File: config.mk
export PLATFORM = sky130hd
export DESIGN_NAME = demux_rr_sched
export DESIGN_NICKNAME = d
export VERILOG_FILES = /design/src/rtl/demux_rr_sched.sv
export SDC_FILE = /design/constraint.sdc
export NUM_CORES = 1
export LEC_CHECK = 0
export ABC_AREA = 1
export CAP_MARGIN = 20
export CORE_MARGIN = 1.5
export CORE_UTILIZATION = 49
export DETAILED_ROUTE_END_ITERATION = 12
export HOLD_SLACK_MARGIN = 0.03
export PLACE_DENSITY = 0.74
export SLEW_MARGIN = 20
export SYNTH_ARGS = -nofsm -noshare
export SYNTH_HDL_FRONTEND = slang
export SYNTH_SLANG_ARGS = --single-unit
export TNS_END_PERCENT = 1
File: constraint.sdc
create_clock -name clk -period 1.8 [get_ports clk]
set_clock_uncertainty 0.05 [all_clocks]
set_input_delay 0.36 -clock clk [delete_from_list [all_inputs] [get_ports clk]]
set_output_delay 0.36 -clock clk [all_outputs]
set_load 0.05 [all_outputs]
File: src/rtl/demux_rr_sched.sv
`default_nettype none
// ============================================================================
// Module      : demux_rr_sched
// Description : FIFO-buffered round-robin dispatcher for a 1-to-2 demux with
//               per-lane credit flow control.
// Revision    : 1.0 - initial release
// ============================================================================
module demux_rr_sched #(
    parameter int DEPTH   = 4,
    parameter int CREDITS = 2
) (
    input  logic       clk,
    input  logic       reset,
    input  logic [7:0] dataIn,
    input  logic       validIn,
    output logic       readyIn,
    input  logic       creditRet0,
    input  logic       creditRet1,
    output logic [7:0] dataOut,
    output logic       validOut,
    output logic       selector,
    output logic       fifoEmpty,
    output logic       errOverflow,
    output logic       errCredit
);
    localparam int AW  = (DEPTH > 1) ? $clog2(DEPTH) : 1;
    localparam int CW  = $clog2(DEPTH) + 1;
    localparam int CRW = $clog2(CREDITS + 1);
    localparam logic [CW-1:0]  c_countFull = CW'(DEPTH);
    localparam logic [CRW-1:0] c_creditMax = CRW'(CREDITS);

    logic [7:0]     r_mem [DEPTH];
    logic [AW-1:0]  r_wrPtr;
    logic [AW-1:0]  r_rdPtr;
    logic [CW-1:0]  r_count;
    logic [CRW-1:0] r_credit0;
    logic [CRW-1:0] r_credit1;
    logic           r_rr;
    logic [7:0]     r_dataOut;
    logic           r_validOut;
    logic           r_selector;
    logic           r_errOverflow;
    logic           r_errCredit;

    logic w_full;
    logic w_nonEmpty;
    logic w_push;
    logic w_pop;
    logic w_lane;
    logic w_dec0;
    logic w_dec1;
    logic w_satErr0;
    logic w_satErr1;

    assign w_full     = (r_count == c_countFull);
    assign w_nonEmpty = (r_count != '0);
    // Fullness is judged before any same-cycle pop, so a full FIFO never bypasses.
    assign w_push     = validIn && !w_full;

    always_comb begin
        w_pop  = 1'b0;
        w_lane = r_rr;
        if (w_nonEmpty) begin
            if ((r_rr ? r_credit1 : r_credit0) != '0) begin
                w_pop  = 1'b1;
                w_lane = r_rr;
            end else if ((r_rr ? r_credit0 : r_credit1) != '0) begin
                w_pop  = 1'b1;
                w_lane = !r_rr;
            end
        end
    end

    assign w_dec0    = w_pop && !w_lane;
    assign w_dec1    = w_pop && w_lane;
    assign w_satErr0 = creditRet0 && !w_dec0 && (r_credit0 == c_creditMax);
    assign w_satErr1 = creditRet1 && !w_dec1 && (r_credit1 == c_creditMax);

    function automatic logic [CRW-1:0] creditNext(
        input logic [CRW-1:0] cur,
        input logic           dec,
        input logic           ret
    );
        logic [CRW-1:0] nxt;
        nxt = cur;
        if (dec && !ret)
            nxt = cur - CRW'(1);
        else if (ret && !dec && (cur != c_creditMax))
            nxt = cur + CRW'(1);
        return nxt;
    endfunction

    always_ff @(posedge clk) begin
        if (w_push)
            r_mem[r_wrPtr] <= dataIn;
    end

    always_ff @(posedge clk) begin
        if (reset) begin
            r_wrPtr       <= '0;
            r_rdPtr       <= '0;
            r_count       <= '0;
            r_credit0     <= c_creditMax;
            r_credit1     <= c_creditMax;
            r_rr          <= 1'b0;
            r_dataOut     <= '0;
            r_validOut    <= 1'b0;
            r_selector    <= 1'b0;
            r_errOverflow <= 1'b0;
            r_errCredit   <= 1'b0;
        end else begin
            if (w_push)
                r_wrPtr <= r_wrPtr + AW'(1);
            if (w_pop)
                r_rdPtr <= r_rdPtr + AW'(1);
            case ({w_push, w_pop})
                2'b10:   r_count <= r_count + CW'(1);
                2'b01:   r_count <= r_count - CW'(1);
                default: r_count <= r_count;
            endcase

            r_credit0 <= creditNext(r_credit0, w_dec0, creditRet0);
            r_credit1 <= creditNext(r_credit1, w_dec1, creditRet1);

            r_validOut <= w_pop;
            if (w_pop) begin
                r_dataOut  <= r_mem[r_rdPtr];
                r_selector <= w_lane;
                r_rr       <= !w_lane;
            end

            if (validIn && w_full)
                r_errOverflow <= 1'b1;
            if (w_satErr0 || w_satErr1)
                r_errCredit <= 1'b1;
        end
    end

    assign readyIn     = !w_full;
    assign fifoEmpty   = !w_nonEmpty;
    assign dataOut     = r_dataOut;
    assign validOut    = r_validOut;
    assign selector    = r_selector;
    assign errOverflow = r_errOverflow;
    assign errCredit   = r_errCredit;
endmodule
`default_nettype wire

== Yosys cells after proc, flatten, opt, wreduce, memory -nomap -nowiden ==
Memories as Yosys holds them, arrays and structs flattened. A register that Yosys moved wholly into a read port is not among the register bits.
Cells that the tools add are included.
Storage, ports and cells
  bits of input ports: 13
  memory bits (read-only): 0
  bits in latches: 0
  memories kept: 1
  output and inout bits: 14
  bits in writable memories: 32
  bits in registers: 16
Operators by class
  order comparisons: 0
  multipliers: 0
  shifts and indexed selects: 0
  reduce and logical (&&, ||, !) cells: 27
  div/mod/pow operators: 0
  bitwise gates (word level): 0
  eq/ne operators: 7
  mux-type cells: 15
  add/subtract/negate cells: 8
Memory list
  r_mem: words 4, width 8, read ports 1, clocked after Yosys merged registers in 1, write ports 1, line 32  | logic [7:0] r_mem [DEPTH];
Operators with widths (number)
  $logic_and A1 B1 Y1: 12
  $mux W2: 6
  $reduce_bool A2 Y1: 5
  $add A2 B1 Y2 const B: 4
  $logic_not A1 Y1: 8
  $mux W1: 8
  $eq A2 B2 Y1 const B: 3
  $pmux W3 S2: 1
  $ne A2 B2 Y1 const B: 2
  $sub A2 B1 Y2 const B: 2
  $add A3 B1 Y3 const B: 1
  $eq A3 B3 Y1 const B: 1
  $reduce_bool A3 Y1: 1
  $sub A3 B1 Y3 const B: 1
  $eq A2 B1 Y1 const B: 1
  $logic_or A1 B1 Y1: 1

== Longest topological paths before layout ==
Gate-level depths: netlist of the first run.
  depth after elaboration: 12
  depth in mapped cells: 12
  mapped depth without buffers: 11

== Worst setup path after synthesis of the first run ==
No wires, ideal clock.
  path kind: register -> register
  start point: reg r_count[0]
  end point: reg r_count[2]
  arrival: 2.040 ns
  cell stages (with the launch flop): 11
  setup slack: -0.413 ns
  data required time: 1.628 ns
  period minus slack after synthesis: 2.213 ns
  cell sequence: dfxtp_1 nor2_4 nand2_1 nand2_2 ha_1 inv_1 fa_1 a21oi_1 o21ai_0 o21ai_0 a21oi_1
On the way
  cells in the longest elaborated chain, start to end: 5
RTL lines
  start, declared: line 35  | logic [CW-1:0] r_count;
  start signal, assigned: line 117  | 2'b10: r_count <= r_count + CW'(1);
  start signal, assigned: line 118  | 2'b01: r_count <= r_count - CW'(1);
  start signal, assigned: line 119  | default: r_count <= r_count;
  $eq A3 B3 Y1 (*): line 55  | assign w_full = (r_count == c_countFull);
  $logic_not A1 Y1 (*)
  via readyIn: line 16  | output logic readyIn,
  $logic_and A1 B1 Y1 (*): line 58  | assign w_push = validIn && !w_full;
  $eq A2 B1 Y1 or $eq A2 B2 Y1 (tied branches): line 116  | case ({w_push, w_pop})
  $pmux W3 S2 or $reduce_bool A2 Y1 (tied branches)
The timed path passes the listed nets; every way through them passes the cells marked *.
A chain may end at the register's enable or synchronous reset.

== Final worst setup path of the first run ==
  start point: reg r_count[0]
  end point: reg r_count[2]
On the way
  cells in the longest elaborated chain, start to end: 5
RTL lines (line)
  $eq A3 B3 Y1: 55
  $logic_not A1 Y1: 58
  $logic_and A1 B1 Y1: 58
  $eq A2 B1 Y1 or $eq A2 B2 Y1 (tied branches): 116
  $pmux W3 S2 or $reduce_bool A2 Y1 (tied branches)
Parallel ways exist; a longest one is shown, timed or not.

==> results of run 1 <==
[worst paths after layout]
path                                  start           to  slack, ns  cells past startpoint
worst max-delay path             r_count[0]   r_count[2]       0.04                     10
worst min-delay path            errOverflow  errOverflow       0.40                      2
worst max register to register   r_count[0]   r_count[2]       0.04                     10
worst min register to register  errOverflow  errOverflow       0.40                      2
[layout make-up]
| cell class | instances | share of cell area [%] |
|---|---|---|
| clock buffers | 6 | 2.57 |
| clock inverters | 2 | 1.24 |
| repair buffers | 38 | 12.1 |
| inverters | 25 | 3.50 |
| flip-flops and latches | 56 | 51.3 |
| well taps | 52 | 2.30 |
| multi-input cells | 140 | 27.0 |
[routing by layer]
| metal | vias to the layer above | GRT usage [%] | wire (um) |
|---|---|---|---|
| met4 | 0 | 8.18 | 68 |
| met3 | 6 | 5.14 | 145 |
| li1 | 841 | - | - |
| met2 | 33 | 27.8 | 2000 |
| met5 | - | 0 | 0 |
| met1 | 740 | 22.3 | 1910 |
[synthesized netlist by cell type]
master | n | area, um^2
clkinv_1 | 1 | 3.75
nand2_1 | 20 | 75.1
nand2_4 | 2 | 22.5
nand2_2 | 3 | 18.8
o21ai_1 | 4 | 20.0
a21oi_1 | 12 | 60.1
nand3_2 | 2 | 20.0
o211ai_2 | 1 | 12.5
a21oi_2 | 1 | 8.76
nor2_2 | 1 | 6.26
nand4_1 | 2 | 12.5
ha_1 | 5 | 62.6
inv_6 | 1 | 8.76
fa_1 | 1 | 20.0
dfxtp_1 | 24 | 480
o21bai_2 | 1 | 11.3
nor2_1 | 43 | 161
buf_4 | 2 | 15.0
o21ai_2 | 1 | 8.76
buf_2 | 3 | 15.0
nand3b_1 | 1 | 7.51
a31oi_1 | 8 | 50.1
inv_1 | 19 | 71.3
nand3_1 | 4 | 20.0
edfxtp_1 | 32 | 961
nor2_4 | 1 | 11.3
buf_8 | 1 | 15.0
o21ai_0 | 27 | 135
inv_2 | 4 | 15.0
[power groups by stage]
stage                     logic, W  registers [W]  clock network (W)
after detailed placement   0.00224        0.00187                  0
after CTS                  0.00225        0.00184           0.000802
after global routing       0.00248        0.00187           0.000868
after floorplan            0.00132        0.00216                  0
after global placement     0.00219        0.00187                  0
final                      0.00225        0.00184           0.000786
[state kept, by name (all words and copies together) (netlist names)]
register     count
r_count          3
r_rdPtr          2
r_wrPtr          2
r_credit0        2
r_mem           32
validOut         1
errOverflow      1
r_credit1        2
r_rr             1
dataOut          8
errCredit        1
selector         1
[worst max-delay path: stages, from the launching register on]
cell and delay (ns):
dfxtp_2 0.35, nor2_4 0.18, nand2_4 0.09, nand2_4 0.07
ha_1 0.13, inv_1 0.06, fa_2 0.35, a21oi_2 0.11
o21ai_1 0.09, o21ai_1 0.12, a21oi_1 0.05
[stage by stage]
step	cell area, um^2	hold WS, ns	total power (W)
2_1_floorplan	2350	0.372	0.00348
3_3_place_gp	2710	0.388	0.00406
3_5_place_dp	2710	0.393	0.00411
4_1_cts	2820	0.406	0.00489
5_1_grt	2820	0.424	0.00522
6_report	2820	0.405	0.00487
[kinds of logic (layout without fill, tap and decap cells)]
group / count (synthesis) / after routing
simple gates: 79 / 79
flops: 56 / 56
compound gates: 55 / 55
buf+inv: 31 / 71
fa+ha+maj: 6 / 6
==> results.py, run 1 <==
metrics = {
    "run_status": {
        "status": "completed",
    },
    "job": {
        "cap_violations": 0,
    },
    "power_and_ir_drop": {
        "p_comb_share_pct": 46.1,
        "swShare_pct": 41.2,
        "peakVddDrop_mv": 0.733,
        "p_sw_w": 0.00201,
        "p_clk_share_pct": 16.1,
        "pwr-share-seq_pct": 37.8,
        "p_int_w": 0.00287,
        "powerDensity_nw_per_um2": 1730,
        "p_leak_nw": 1.13,
    },
    "global_routing": {
        "antenna_found_initial": 0,
        "grt_usage_pct": 17.5,
        "grt_pass1_vias": 1443,
        "overflow": 0,
        "grt_max_degree": 20,
        "grt_pass1_wl_um": 6710,
    },
    "logic_synthesis": {
        "post_synth_inst_count": 227,
        "synth_top_family_by_area": "simple AND/OR/NAND/NOR gates",
        "muxShareOfSynthArea_pct": 0,
        "netlist_area_um2": 2330,
        "syn_nets": 246,
        "ys_warn_count": 0,
        "synth-seq-cells": 56,
        "synth-xor-area-share_pct": 0,
        "synthAdderAreaFrac_pct": 3.54,
        "ys_seq_area_share_pct": 61.9,
        "syn_area_per_cell_um2": 10.3,
        "yosysUniqueCellTypes": 29,
        "synth-simple-area-share_pct": 15.3,
        "synth_compound_area_share_pct": 13.2,
    },
    "sta": {
        "layout_setup_ws_ns": 0.0424,
        "rsz0062_at_grt": "true",
        "report.final.setup_viol": 0,
        "max_slew_margin_pct": 74.0,
        "post-route-period-util_pct": 97.6,
        "min_period_ns": 1.76,
        "tightest_slew_ns": 0.390,
        "hold_viol": 0,
        "max_freq_mhz": 569,
        "slew_violations": 0,
        "fin_setup_tns_ns": 0,
    },
    "route": {
        "drc": 0,
        "vias_per_cell": 5.08,
        "finalWirelength_um": 4120,
        "ant_nets": 0,
        "first_pass_iters": 4,
        "wl_per_cell_um": 12.9,
        "num_vias": 1620,
        "drtIter0Drc": 97,
    },
    "clock_tree": {
        "clk_latency_ns": 0.30,
        "clock_path_buffers": 2,
        "post-cts-setup-buffers": 0,
        "cts_resized": 0,
        "clkSlewWorstSetupHoldPaths_ns": 0.09,
        "ctsHtreeMaxLevel": 2,
        "cts-root-buf": "clkbuf_8",
        "ctsHoldBuffers": 0,
        "cts_tree": "done",
        "cts_buffers": 5,
        "cts.sinks": 56,
    },
    "die": {
        "die_y_um": 72.0,
        "start_util_pct": 52.1,
        "dieWidth_um": 72.0,
        "io_pins": 27,
        "fp.coreArea_um2": 4470,
        "num_rows": 24,
        "die_area_um2": 5180,
    },
    "worst_setup_path": {
        "worstPathArrival_ns": 1.90,
        "path_max_fanout": 4,
        "timing.setup.critical_path_class": "reg -> reg",
        "crit_path_start_kind": "flip-flop",
        "critPathRequiredTime_ns": 1.94,
        "cp-end-kind": "flip-flop",
    },
    "placement": {
        "gp_congestion": 0.811,
        "hpwl_um": 2780,
        "io_buffers": 26,
        "dp.cells": 311,
        "place_ws_ns": -0.202,
    },
    "finish": {
        "multiInputGateArea_um2": 763,
        "regArea_um2": 1450,
        "area_growth_pct": 21.2,
        "fin_nets": 285,
        "final_cell_mix": "nor2_1 (43), edfxtp_1 (32), o21ai_0 (25)",
        "drive_gt1_share_pct": 22.8,
        "final_util_pct": 63.1,
        "fillCellCount": 375,
        "antenna_cells": 0,
        "final_common_cell": "nor2_1",
        "fin_cells": 319,
    },
    "min_path": {
        "hold_class": "reg -> reg",
    },
}
Power figures use the tool's default switching activity.
==> run 2: changes to the inputs <==
--- a/config.mk
+++ b/config.mk
@@ -8,12 +8,11 @@
 export ABC_AREA = 1
 export CAP_MARGIN = 20
 export CORE_MARGIN = 1.5
-export CORE_UTILIZATION = 49
+export CORE_UTILIZATION = 46
 export DETAILED_ROUTE_END_ITERATION = 12
 export HOLD_SLACK_MARGIN = 0.03
-export PLACE_DENSITY = 0.74
+export PLACE_DENSITY = 0.7
 export SLEW_MARGIN = 20
 export SYNTH_ARGS = -nofsm -noshare
 export SYNTH_HDL_FRONTEND = slang
 export SYNTH_SLANG_ARGS = --single-unit
-export TNS_END_PERCENT = 1
==> results.py, run 2 (synthesis gave the netlist of run 1 again) <==
metrics = {
    "placement": {
        "hpwl_um": 2850,
        "io_buffers": 26,
        "gp_congestion": 0.865,
        "dp.cells": 327,
        "place_area_um2": 2740,
    },
    "power_and_ir_drop": {
        "p_leak_nw": 1.17,
        "peakVddDrop_mv": 0.825,
        "p_clk_share_pct": 16.2,
        "swShare_pct": 41.5,
        "p_comb_share_pct": 48.5,
        "p_int_w": 0.00304,
        "pwr-share-seq_pct": 35.3,
        "powerDensity_nw_per_um2": 1760,
        "p_sw_w": 0.00216,
    },
    "clock_tree": {
        "ctsHoldBuffers": 0,
        "clk_latency_ns": 0.32,
        "clkSlewWorstSetupHoldPaths_ns": 0.10,
        "cts_tree": "done",
        "clock_path_buffers": 2,
        "cts.sinks": 56,
        "cts-root-buf": "clkbuf_8",
        "cts_buffers": 5,
        "ctsHtreeMaxLevel": 2,
    },
    "worst_setup_path": {
        "timing.rr.end": "r_count[2]",
        "crit_top_cell": "nand2_4",
        "crit_path_start_kind": "flip-flop",
        "timing.setup.critical_path_class": "reg -> reg",
        "slowest_delay_ns": 0.38,
        "reg2reg_depth": 10,
        "crit_buf_inv": 1,
        "crit-reg2reg-launch": "r_count[0]",
        "path_max_fanout": 4,
        "crit_chain": "nor2_4 > nand2_4 > nand2_4 > ha_4 > inv_2 > fa_2 > a21oi_2 > o21ai_2 > o21ai_1 > a21oi_1",
        "worstPathArrival_ns": 1.97,
        "critical_path.slowest_cell": "dfxtp_4",
        "timing.reg2reg.setup_slack_ns": -0.003,
        "critPathRequiredTime_ns": 1.97,
        "cp-end-kind": "flip-flop",
        "cp_top_family": "adder cells",
    },
    "global_routing": {
        "grt_pass1_wl_um": 7400,
        "antenna_found_initial": 0,
        "grt_pass1_vias": 1548,
        "grt_max_degree": 20,
        "grt_usage_pct": 18.5,
        "overflow": 0,
    },
    "route": {
        "wl_per_cell_um": 13.2,
        "finalWirelength_um": 4530,
        "vias_per_cell": 4.87,
        "drtIter0Drc": 98,
        "drc": 0,
        "first_pass_iters": 4,
        "num_vias": 1671,
        "ant_nets": 0,
    },
    "sta": {
        "post-route-period-util_pct": 100,
        "report.final.setup_viol": 1,
        "min_period_ns": 1.80,
        "max_slew_margin_pct": 78.2,
        "slew_violations": 0,
        "layout_setup_ws_ns": -0.00285,
        "rsz0062_at_grt": "true",
        "max_freq_mhz": 555,
        "hold_viol": 0,
        "tightest_slew_ns": 0.325,
    },
    "min_path": {
        "hp-start": "errOverflow",
        "hold_end": "errOverflow",
        "hold_class": "reg -> reg",
        "hold_path_depth": 2,
    },
    "die": {
        "io_pins": 27,
        "die_area_um2": 5500,
        "start_util_pct": 48.7,
        "die_y_um": 74.2,
        "dieWidth_um": 74.2,
        "fp.coreArea_um2": 4790,
        "num_rows": 25,
    },
    "finish": {
        "drive_gt1_share_pct": 27.9,
        "largest_reg_flops": 32,
        "fin_area_um2": 2950,
        "area_growth_pct": 26.8,
        "fillCellCount": 414,
        "fin_nets": 294,
        "top_register": "r_mem",
        "antenna_cells": 0,
        "fin_cells": 343,
        "final_cell_mix": "nor2_1 (43), buf_4 (33), edfxtp_1 (32)",
        "final_common_cell": "nor2_1",
    },
    "run_status": {
        "status": "finished, violations left",
        "violations": "negative setup slack",
    },
    "job": {
        "cap_violations": 0,
    },
}
[run 2: metrics by stage]
stage	total power, W	setup slack, ns	utilization (%)	hold slack (ns)	TNS, ns
floorplan	0.00348	-0.0142	-	0.372	-0.0142
global placement	0.00408	-0.161	57.2	0.385	-0.243
detailed placement	0.00413	-0.184	57.2	0.401	-0.306
CTS	0.00498	0.0366	59.6	0.417	0
global route	0.00557	-0.0992	61.7	0.449	-0.0992
finish	0.00519	-0.00285	61.7	0.413	-0.00285
[run 2: layout make-up]
type                       instances  area [um^2]  area share (%)
clock buffer                       5         68.8            2.33
multi-input combinational        140          791            26.8
timing repair buffer              47          408            13.8
inverter                          25         98.8            3.35
sequential                        56         1460            49.3
clock inverter                     3         46.3            1.57
tap                               67         83.8            2.84
[run 2: timing repair]
action / CTS / global route
setup buffers: 0 / 8
resized for setup: 0 / 12
endpoints found under the hold margin: 0 / 0
setup endpoints to repair: 0 / 2
[run 2: worst register-to-register path, delay by kind of cell (launching register included)]
family,cells,cell delay [ns]
buf+inv,1,0.04
compound gates,4,0.41
flops,1,0.38
simple gates,3,0.32
fa+ha+maj,2,0.49
[run 2: worst max path at each step]
stage / cells after the start / startpoint / to / slack, ns
6_report: 10 / r_count[0] / r_count[2] / -0.003
5_1_grt: 11 / r_count[0] / r_count[2] / -0.1
4_1_cts: 11 / r_count[0] / r_count[2] / 0.04
3_5_place_dp: 9 / validIn / r_count[2] / -0.18
3_3_place_gp: 9 / validIn / r_count[2] / -0.16
2_1_floorplan: 10 / r_count[1] / r_count[2] / -0.01
[run 2: power groups by stage]
stage | clock, W | sequential [W] | combinational [W]
after floorplan | 0 | 0.00216 | 0.00132
after global placement | 0 | 0.00185 | 0.00223
after detailed placement | 0 | 0.00186 | 0.00227
after CTS | 0.000862 | 0.00183 | 0.00228
after global routing | 0.000903 | 0.00187 | 0.00279
final | 0.000842 | 0.00183 | 0.00252
[run 2: layer usage]
| layer | share of wire, % | global-route usage [%] |
|---|---|---|
| met1 | 46 | 24.0 |
| met2 | 47 | 29.6 |
| met3 | 5.9 | 5.56 |
| met4 | 0.97 | 6.38 |
| met5 | 0 | 0 |
